==> src/rtl/fmc516_spi3w_slave.sv <==
// 3-wire SPI responder for the FMC516 sys_spi bus: oversampled pins, 16-bit header,
// byte-wide register file with streaming auto-increment for both reads and writes.
module fmc516_spi3w_slave #(
  parameter int         g_addr_width = 5,
  parameter logic [7:0] g_chip_id    = 8'hA5
) (
  input  logic                    sys_clk_i,
  input  logic                    sys_rst_i,
  input  logic                    spi_clk_i,
  input  logic                    spi_cs_n_i,
  input  logic                    spi_sdio_i,
  output logic                    spi_sdio_o,
  output logic                    spi_sdio_oe_o,
  output logic                    reg_wr_o,
  output logic [g_addr_width-1:0] reg_addr_o,
  output logic [7:0]              reg_wdata_o,
  output logic                    busy_o
);

  localparam int DEPTH = 2**g_addr_width;

  typedef enum logic [1:0] {IDLE, HEADER, WR_DATA, RD_DATA} state_t;

  // [0],[1] synchronizer, [2] edge-detect history. Reset to 0 so an already-low
  // cs_n after reset never looks like a fall.
  logic [2:0] sclk_sr, csn_sr;
  logic [1:0] sdio_sr;

  always_ff @(posedge sys_clk_i) begin
    if (sys_rst_i) begin
      sclk_sr <= '0;
      csn_sr  <= '0;
      sdio_sr <= '0;
    end else begin
      sclk_sr <= {sclk_sr[1:0], spi_clk_i};
      csn_sr  <= {csn_sr[1:0], spi_cs_n_i};
      sdio_sr <= {sdio_sr[0], spi_sdio_i};
    end
  end

  logic sclk_rise, sclk_fall, cs_fall, cs_rise, sdio_s;
  assign sclk_rise = sclk_sr[1] & ~sclk_sr[2];
  assign sclk_fall = ~sclk_sr[1] & sclk_sr[2];
  assign cs_fall   = ~csn_sr[1] & csn_sr[2];
  assign cs_rise   = csn_sr[1] & ~csn_sr[2];
  assign sdio_s    = sdio_sr[1];

  state_t                  state;
  logic [3:0]              bit_cnt;
  logic [14:0]             sh;
  logic [7:0]              rd_sh;
  logic [g_addr_width-1:0] addr;
  logic [7:0]              mem [DEPTH];

  logic [g_addr_width-1:0] hdr_addr, addr_inc;
  logic [7:0]              wr_byte;
  assign hdr_addr = {sh[g_addr_width-2:0], sdio_s};
  assign addr_inc = addr + 1'b1;
  assign wr_byte  = {sh[6:0], sdio_s};

  function automatic logic [7:0] rd_val(input logic [g_addr_width-1:0] a);
    return (a == '0) ? g_chip_id : mem[a];
  endfunction

  always_ff @(posedge sys_clk_i) begin
    if (sys_rst_i) begin
      state         <= IDLE;
      bit_cnt       <= '0;
      sh            <= '0;
      rd_sh         <= '0;
      addr          <= '0;
      spi_sdio_o    <= 1'b0;
      spi_sdio_oe_o <= 1'b0;
      reg_wr_o      <= 1'b0;
      reg_addr_o    <= '0;
      reg_wdata_o   <= '0;
      busy_o        <= 1'b0;
      for (int i = 0; i < DEPTH; i++) mem[i] <= 8'h00;
    end else begin
      reg_wr_o <= 1'b0;
      if (cs_rise) begin
        // Deselect wins over any coincident SCLK event; partial bits are dropped.
        state         <= IDLE;
        bit_cnt       <= '0;
        spi_sdio_oe_o <= 1'b0;
        spi_sdio_o    <= 1'b0;
        busy_o        <= 1'b0;
      end else begin
        case (state)
          IDLE: begin
            bit_cnt <= '0;
            if (cs_fall) begin
              state  <= HEADER;
              busy_o <= 1'b1;
            end
          end
          HEADER: if (sclk_rise) begin
            sh      <= {sh[13:0], sdio_s};
            bit_cnt <= bit_cnt + 4'd1;
            if (bit_cnt == 4'd15) begin
              bit_cnt <= '0;
              addr    <= hdr_addr;
              if (sh[14]) begin
                state <= RD_DATA;
                rd_sh <= rd_val(hdr_addr);
              end else begin
                state <= WR_DATA;
              end
            end
          end
          WR_DATA: if (sclk_rise) begin
            sh      <= {sh[13:0], sdio_s};
            bit_cnt <= bit_cnt + 4'd1;
            if (bit_cnt == 4'd7) begin
              bit_cnt <= '0;
              addr    <= addr_inc;
              if (addr != '0) begin
                mem[addr]   <= wr_byte;
                reg_wr_o    <= 1'b1;
                reg_addr_o  <= addr;
                reg_wdata_o <= wr_byte;
              end
            end
          end
          RD_DATA: if (sclk_fall) begin
            spi_sdio_oe_o <= 1'b1;
            spi_sdio_o    <= rd_sh[7];
            bit_cnt       <= bit_cnt + 4'd1;
            if (bit_cnt == 4'd7) begin
              // Last bit just went out: prefetch the next byte so the stream is gapless.
              bit_cnt <= '0;
              addr    <= addr_inc;
              rd_sh   <= rd_val(addr_inc);
            end else begin
              rd_sh <= {rd_sh[6:0], 1'b0};
            end
          end
          default: state <= IDLE;
        endcase
      end
    end
  end

endmodule

==> config.mk <==
export PLATFORM = sky130hd
export DESIGN_NAME = fmc516_spi3w_slave
export DESIGN_NICKNAME = d
export VERILOG_FILES = /design/src/rtl/fmc516_spi3w_slave.sv
export SDC_FILE = /design/constraint.sdc
export NUM_CORES = 1
export LEC_CHECK = 0
export CORE_MARGIN = 10
export CORE_UTILIZATION = 30
export CTS_CLUSTER_DIAMETER = 30
export DETAILED_ROUTE_END_ITERATION = 8
export GPL_ROUTABILITY_DRIVEN = 0
export GPL_TIMING_DRIVEN = 0
export SKIP_LAST_GASP = 1
export SLEW_MARGIN = 20
export SYNTH_ARGS = -nofsm -noshare
export SYNTH_HDL_FRONTEND = slang
export SYNTH_SLANG_ARGS = --single-unit
==> constraint.sdc <==
create_clock -name sys_clk_i -period 5.5 [get_ports sys_clk_i]
set_input_delay 0.55 -clock sys_clk_i [delete_from_list [all_inputs] [get_ports sys_clk_i]]
set_output_delay 0.55 -clock sys_clk_i [all_outputs]
set_load 0.005 [all_outputs]
[After elaboration in Yosys (flattened, before gate mapping)]
Memories as Yosys holds them, arrays and structs flattened.
Index checks and enable logic that the tools add are counted.
Operators by class
  reduce and logical (&&, ||, !) cells: 18
  bitwise gates (word level): 9
  $add $sub $neg: 2
  equal/unequal tests: 11
  muxes and demuxes: 37
Operators by type and width (count)
  $mux 8: 8
  $mux 5: 6
  $mux 4: 5
  $pmux 4 s4: 1
  $pmux 8 s2: 1
  $pmux 5 s3: 1
  $ne 2x2->1 const B: 6
  $reduce_and 6->1: 2
  $mux 1: 11
  $logic_not 5->1: 2
  $reduce_or 8->1: 1
  $mux 2: 3
  $reduce_and 3->1: 2
  $add 5x1->5 const B: 1
  $not 1->1: 5
  $reduce_and 5->1: 1
  $reduce_bool 5->1: 1
  $add 4x1->4 const B: 1
  $and 1x1->1: 4
  $eq 2x2->1 const B: 2
  $eq 4x3->1 const B: 1
  $eq 4x4->1 const B: 1
  $pmux 2 s2: 1
  $reduce_and 2->1: 2
  6 further kinds: 8
Storage, ports and cells
  register bits after elaboration: 59
  memory bits (writable): 256
  memories: 1
Memories
  mem: words 32, width 8, rd ports 2, clocked after Yosys merged registers in 0, wr ports 32, RTL line 53  | logic [7:0] mem [DEPTH];

[Depth between registers and ports, before layout]
  depth after elaboration: 10
  mapped depth: 14

[Worst setup path before layout]
Ideal clock, no wire load.
  path kind: register to register
  start point: register addr[0]
  end point: register rd_sh[0]
  cell stages (with the launch flop): 14
  library setup time: 127 ps
  period minus slack after synthesis: 3674 ps
  data arrival time: 3548 ps
  buffers on the path: 6
  path slack: 1826 ps
  cell sequence: dfxtp_1 > buf_6 > buf_2 > buf_2 > buf_4 > inv_1 > ha_1 > buf_2 > buf_1 > mux4_2 > mux4_1 > mux2_2 > a41oi_2 > o21ai_1
On the way
  cells in the longest elaborated chain, start to end: 6
Ends and longest elaborated chain
  start, declared: RTL line 52  | logic [g_addr_width-1:0] addr;
  start signal, assigned: RTL line 102  | addr <= hdr_addr;
  start signal, assigned: RTL line 116  | addr <= addr_inc;
  start signal, assigned: RTL line 132  | addr <= addr_inc;
  $add 5x1->5 *: RTL line 58  | assign addr_inc = addr + 1'b1;
  $mem_v2 32x8 or $logic_not 5->1 (tied branches)
  $mux 8 *: RTL line 62  | return (a == '0) ? g_chip_id : mem[a];
  $mux 8 *: RTL line 129  | if (bit_cnt == 4'd7) begin
  $mux 8 *: RTL line 125  | RD_DATA: if (sclk_fall) begin
  $pmux 8 s2 *: RTL line 89  | case (state)
  end signal, assigned: RTL line 105  | rd_sh <= rd_val(hdr_addr);
  end signal, assigned: RTL line 133  | rd_sh <= rd_val(addr_inc);
  end signal, assigned: RTL line 135  | rd_sh <= {rd_sh[6:0], 1'b0};
  end, declared: RTL line 51  | logic [7:0] rd_sh;
Mark *: on every way between the ends. The rest lies on a longest branch, timed or not. The select of a mux whose other input is x is not followed.
A chain may end at the register's enable or synchronous reset.

[Worst setup path after layout]
  start point: register addr[0]
  end point: register rd_sh[7]
Same word-level chain as after synthesis.

==> impl_metrics.yaml <==
critical_path:
  path_max_fanout: 19
  start_kind: "flop"
  reg2reg_depth: 13
  arrival_ps: 5770
  crit_path_start: "addr[0]"
  r2r-start: "addr[0]"
  critical_path_class: "flop to flop"
  critPathRequiredTime_ps: 5930
  crit_path_end_kind: "flop"
  r2r-end: "rd_sh[7]"
  r2r_setup_slack_ps: 170
hold_path:
  worstHoldStart: "csn_sr[0]"
  hold_depth: 1
  hold_end: "csn_sr[1]"
  hp-class: "flop to flop"
outcome:
  status: "finished clean"
synth:
  synthTopCellsByArea: "edfxtp_1 (47%), mux4_2 (20%), and2_1 (9.6%), dfxtp_1 (7.2%), mux2i_1 (2.0%)"
  ys_ff_latch: 315
  avgSynthCellArea_um2: 13.9
  yosysTopAreaCell: "edfxtp_1"
  synthFlopType: "edfxtp_1"
  synthCells: 1185
  synth_area_um2: 16400
  yosys_warnings: 0
  yosysUniqueCellTypes: 64
  async_flop_share_pct: 0
  seq_area_frac_synth_pct: 54.0
  synth_edf_count: 256
  synth_top_area_share_pct: 46.8
floorplanning:
  io_pins: 22
  row_count: 85
  core_area_um2: 54000
  start_util_pct: 30.4
  dieWidth_um: 254
  die_h_um: 254
  die_area_um2: 64500
pwr:
  power.internal_mw: 5.73
  leakagePower_nw: 6.55
  p_total_mw: 7.29
  pwr-share-clk_pct: 58.3
  ir_drop_uv: 182
  p_sw_share_pct: 21.4
  power_frac_comb_pct: 4.1
  p_switching_mw: 1.56
  powerDensity_nw_per_um2: 366
  seqPwrFrac_pct: 37.6
grt:
  top_usage_layer: "met2"
  grtUsageMet3_pct: 3.87
  antenna_found_initial: 1
  grt_use_total_pct: 16.7
  grt_max_degree: 11
  grt_pass1_wl_um: 78100
  first_global_vias: 11300
  met1_usage_pct: 21.0
  use_met2_pct: 25.9
  grt_overflow: 0
layout:
  seqCellArea_um2: 8870
  nets: 1303
  drive_gt1_share_pct: 23.4
  mostFrequentLayoutCells: "edfxtp_1 (256), and2_1 (251), mux4_2 (144), nor2_1 (73), clkbuf_16 (70)"
  instances_no_fill: 2037
  area_delta_synth_final_pct: 21.5
  post-route-util_pct: 36.9
  multi_input_area_um2: 7120
  fin_area_um2: 20000
  nFillCells: 5070
  final_common_cell: "edfxtp_1"
clock_network:
  numClockSinks: 315
  clkLatencyLatePin_ps: 570
  tritoncts: "built"
  path_clk_slew_ps: 50
  postCtsResizedCells: 0
  clockBufferDepth: 3
  ctsHoldBuffers: 0
  post-cts-setup-buffers: 0
  htree_levels: 3
  cts_made_buffers: 67
  clockRootBuffer: "clkbuf_16"
placement:
  place_hpwl_um: 38100
  dp_slack_ps: 107
  dp.cells: 1916
  io_buffers: 21
  placed_cell_area_um2: 17600
detailed_routing:
  drt_pass1_iterations: 5
  drt_iter0_markers: 1510
  postRouteAntennaNets: 0
  via_count: 11200
  routedWlPerCell_um: 26.1
  drc: 0
  totalWireLength_um: 53200
  vias_per_cell: 5.52
timing:
  hold_viol: 0
  min_period_over_period_pct: 97.0
  fin_skew_ps: 14.8
  max_freq_mhz: 187
  setup_violations: 0
  tightest_slew_ps: 1090
  hold_ws_ps: 439
  fin_setup_tns_ps: 0
  fin_ws_ps: 166
  maxSlewHeadroom_pct: 27.3
  grt_setup_unrepaired: "no"
  min_period_ps: 5330
  drv_slew: 0
flow_run:
  cap_violations: 0
## registers in the layout (all words and copies together) (netlist names)
signal,flops
addr,5
reg_wdata_o,8
spi_sdio_oe_o,1
sh,15
sdio_sr,2
reg_addr_o,5
spi_sdio_o,1
sclk_sr,3
bit_cnt,4
rd_sh,8
csn_sr,3
reg_wr_o,1
busy_o,1
mem,256
state,2
## per-layer routing
metal | share of wire [%] | up-vias
met5 | 0.021 | -
met4 | 5.7 | 2
met3 | 10 | 157
met2 | 46 | 706
met1 | 38 | 5657
li1 | - | 4719
## worst max-delay path, stage by stage (launching register included)
cell      delay [ps]
dfxtp_1          440
buf_6            180
buf_2            450
buf_2            540
buf_4            360
inv_1            130
ha_1             400
buf_2            390
buf_4            490
clkbuf_2         520
mux4_2           410
mux4_2           580
o22ai_1          190
o22ai_1           90
## kinds of logic (layout without fill, tap and decap cells)
| group | Yosys count | in the layout | share of synthesized area [%] |
|---|---|---|---|
| compound gates | 130 | 130 | 5.01 |
| xor+xnor | 6 | 6 | 0.480 |
| fa+ha+maj | 10 | 10 | 0.762 |
| buf+inv | 103 | 251 | 2.81 |
| flops | 315 | 315 | 54.0 |
| mux | 181 | 181 | 22.1 |
| other cells | 1 | 9 | 0.0228 |
| simple gates | 439 | 439 | 14.8 |
## cell usage after synthesis (all sizes together) (2+ instances only)
cell type    n
a211oi       4
a21o         2
a21oi       29
a22oi       17
a311oi       4
a31oi        3
a41oi        2
and2       251
and3         3
buf         40
clkbuf      55
dfxtp       59
edfxtp     256
ha          10
inv          7
mux2         4
mux2i       32
mux4       145
nand2       57
nand2b       3
nand3       11
nand3b       6
nand4        3
nor2        73
nor2b       13
nor3         6
nor3b        2
o21ai       47
o221a        2
o221ai       4
o22ai        5
or2          2
or3          2
or3b         2
xnor2        3
xor2         3
## power groups by stage
| stage | registers [mW] | clock network (mW) | logic [mW] |
|---|---|---|---|
| after global routing | 2.75 | 4.41 | 0.308 |
| after CTS | 2.74 | 4.28 | 0.292 |
| after global placement | 2.78 | 0 | 0.284 |
| after floorplan | 2.75 | 0 | 0.188 |
| final | 2.74 | 4.25 | 0.297 |
| after detailed placement | 2.78 | 0 | 0.291 |
## worst max path at each step
stage	cells after the start	endpoint	slack [ps]
after floorplan	13	rd_sh[0]	1830
after global placement	10	mem[18][0]	70
after detailed placement	13	rd_sh[0]	110
after CTS	13	rd_sh[0]	80
after global routing	13	rd_sh[2]	70
final	13	rd_sh[7]	170
## final cells by class
type                    instances  share of cell area [%]
flip-flops and latches        315                    44.4
multi-input cells             774                    35.7
clock buffers                  80                    9.12
well taps                     696                    4.36
clock inverters                41                    2.75
plain buffers                  94                    2.16
repair buffers                 28                    1.32
inverters                       8                   0.150
diodes                          1                  0.0125
Note: power is estimated with default switching activity, not from simulation.
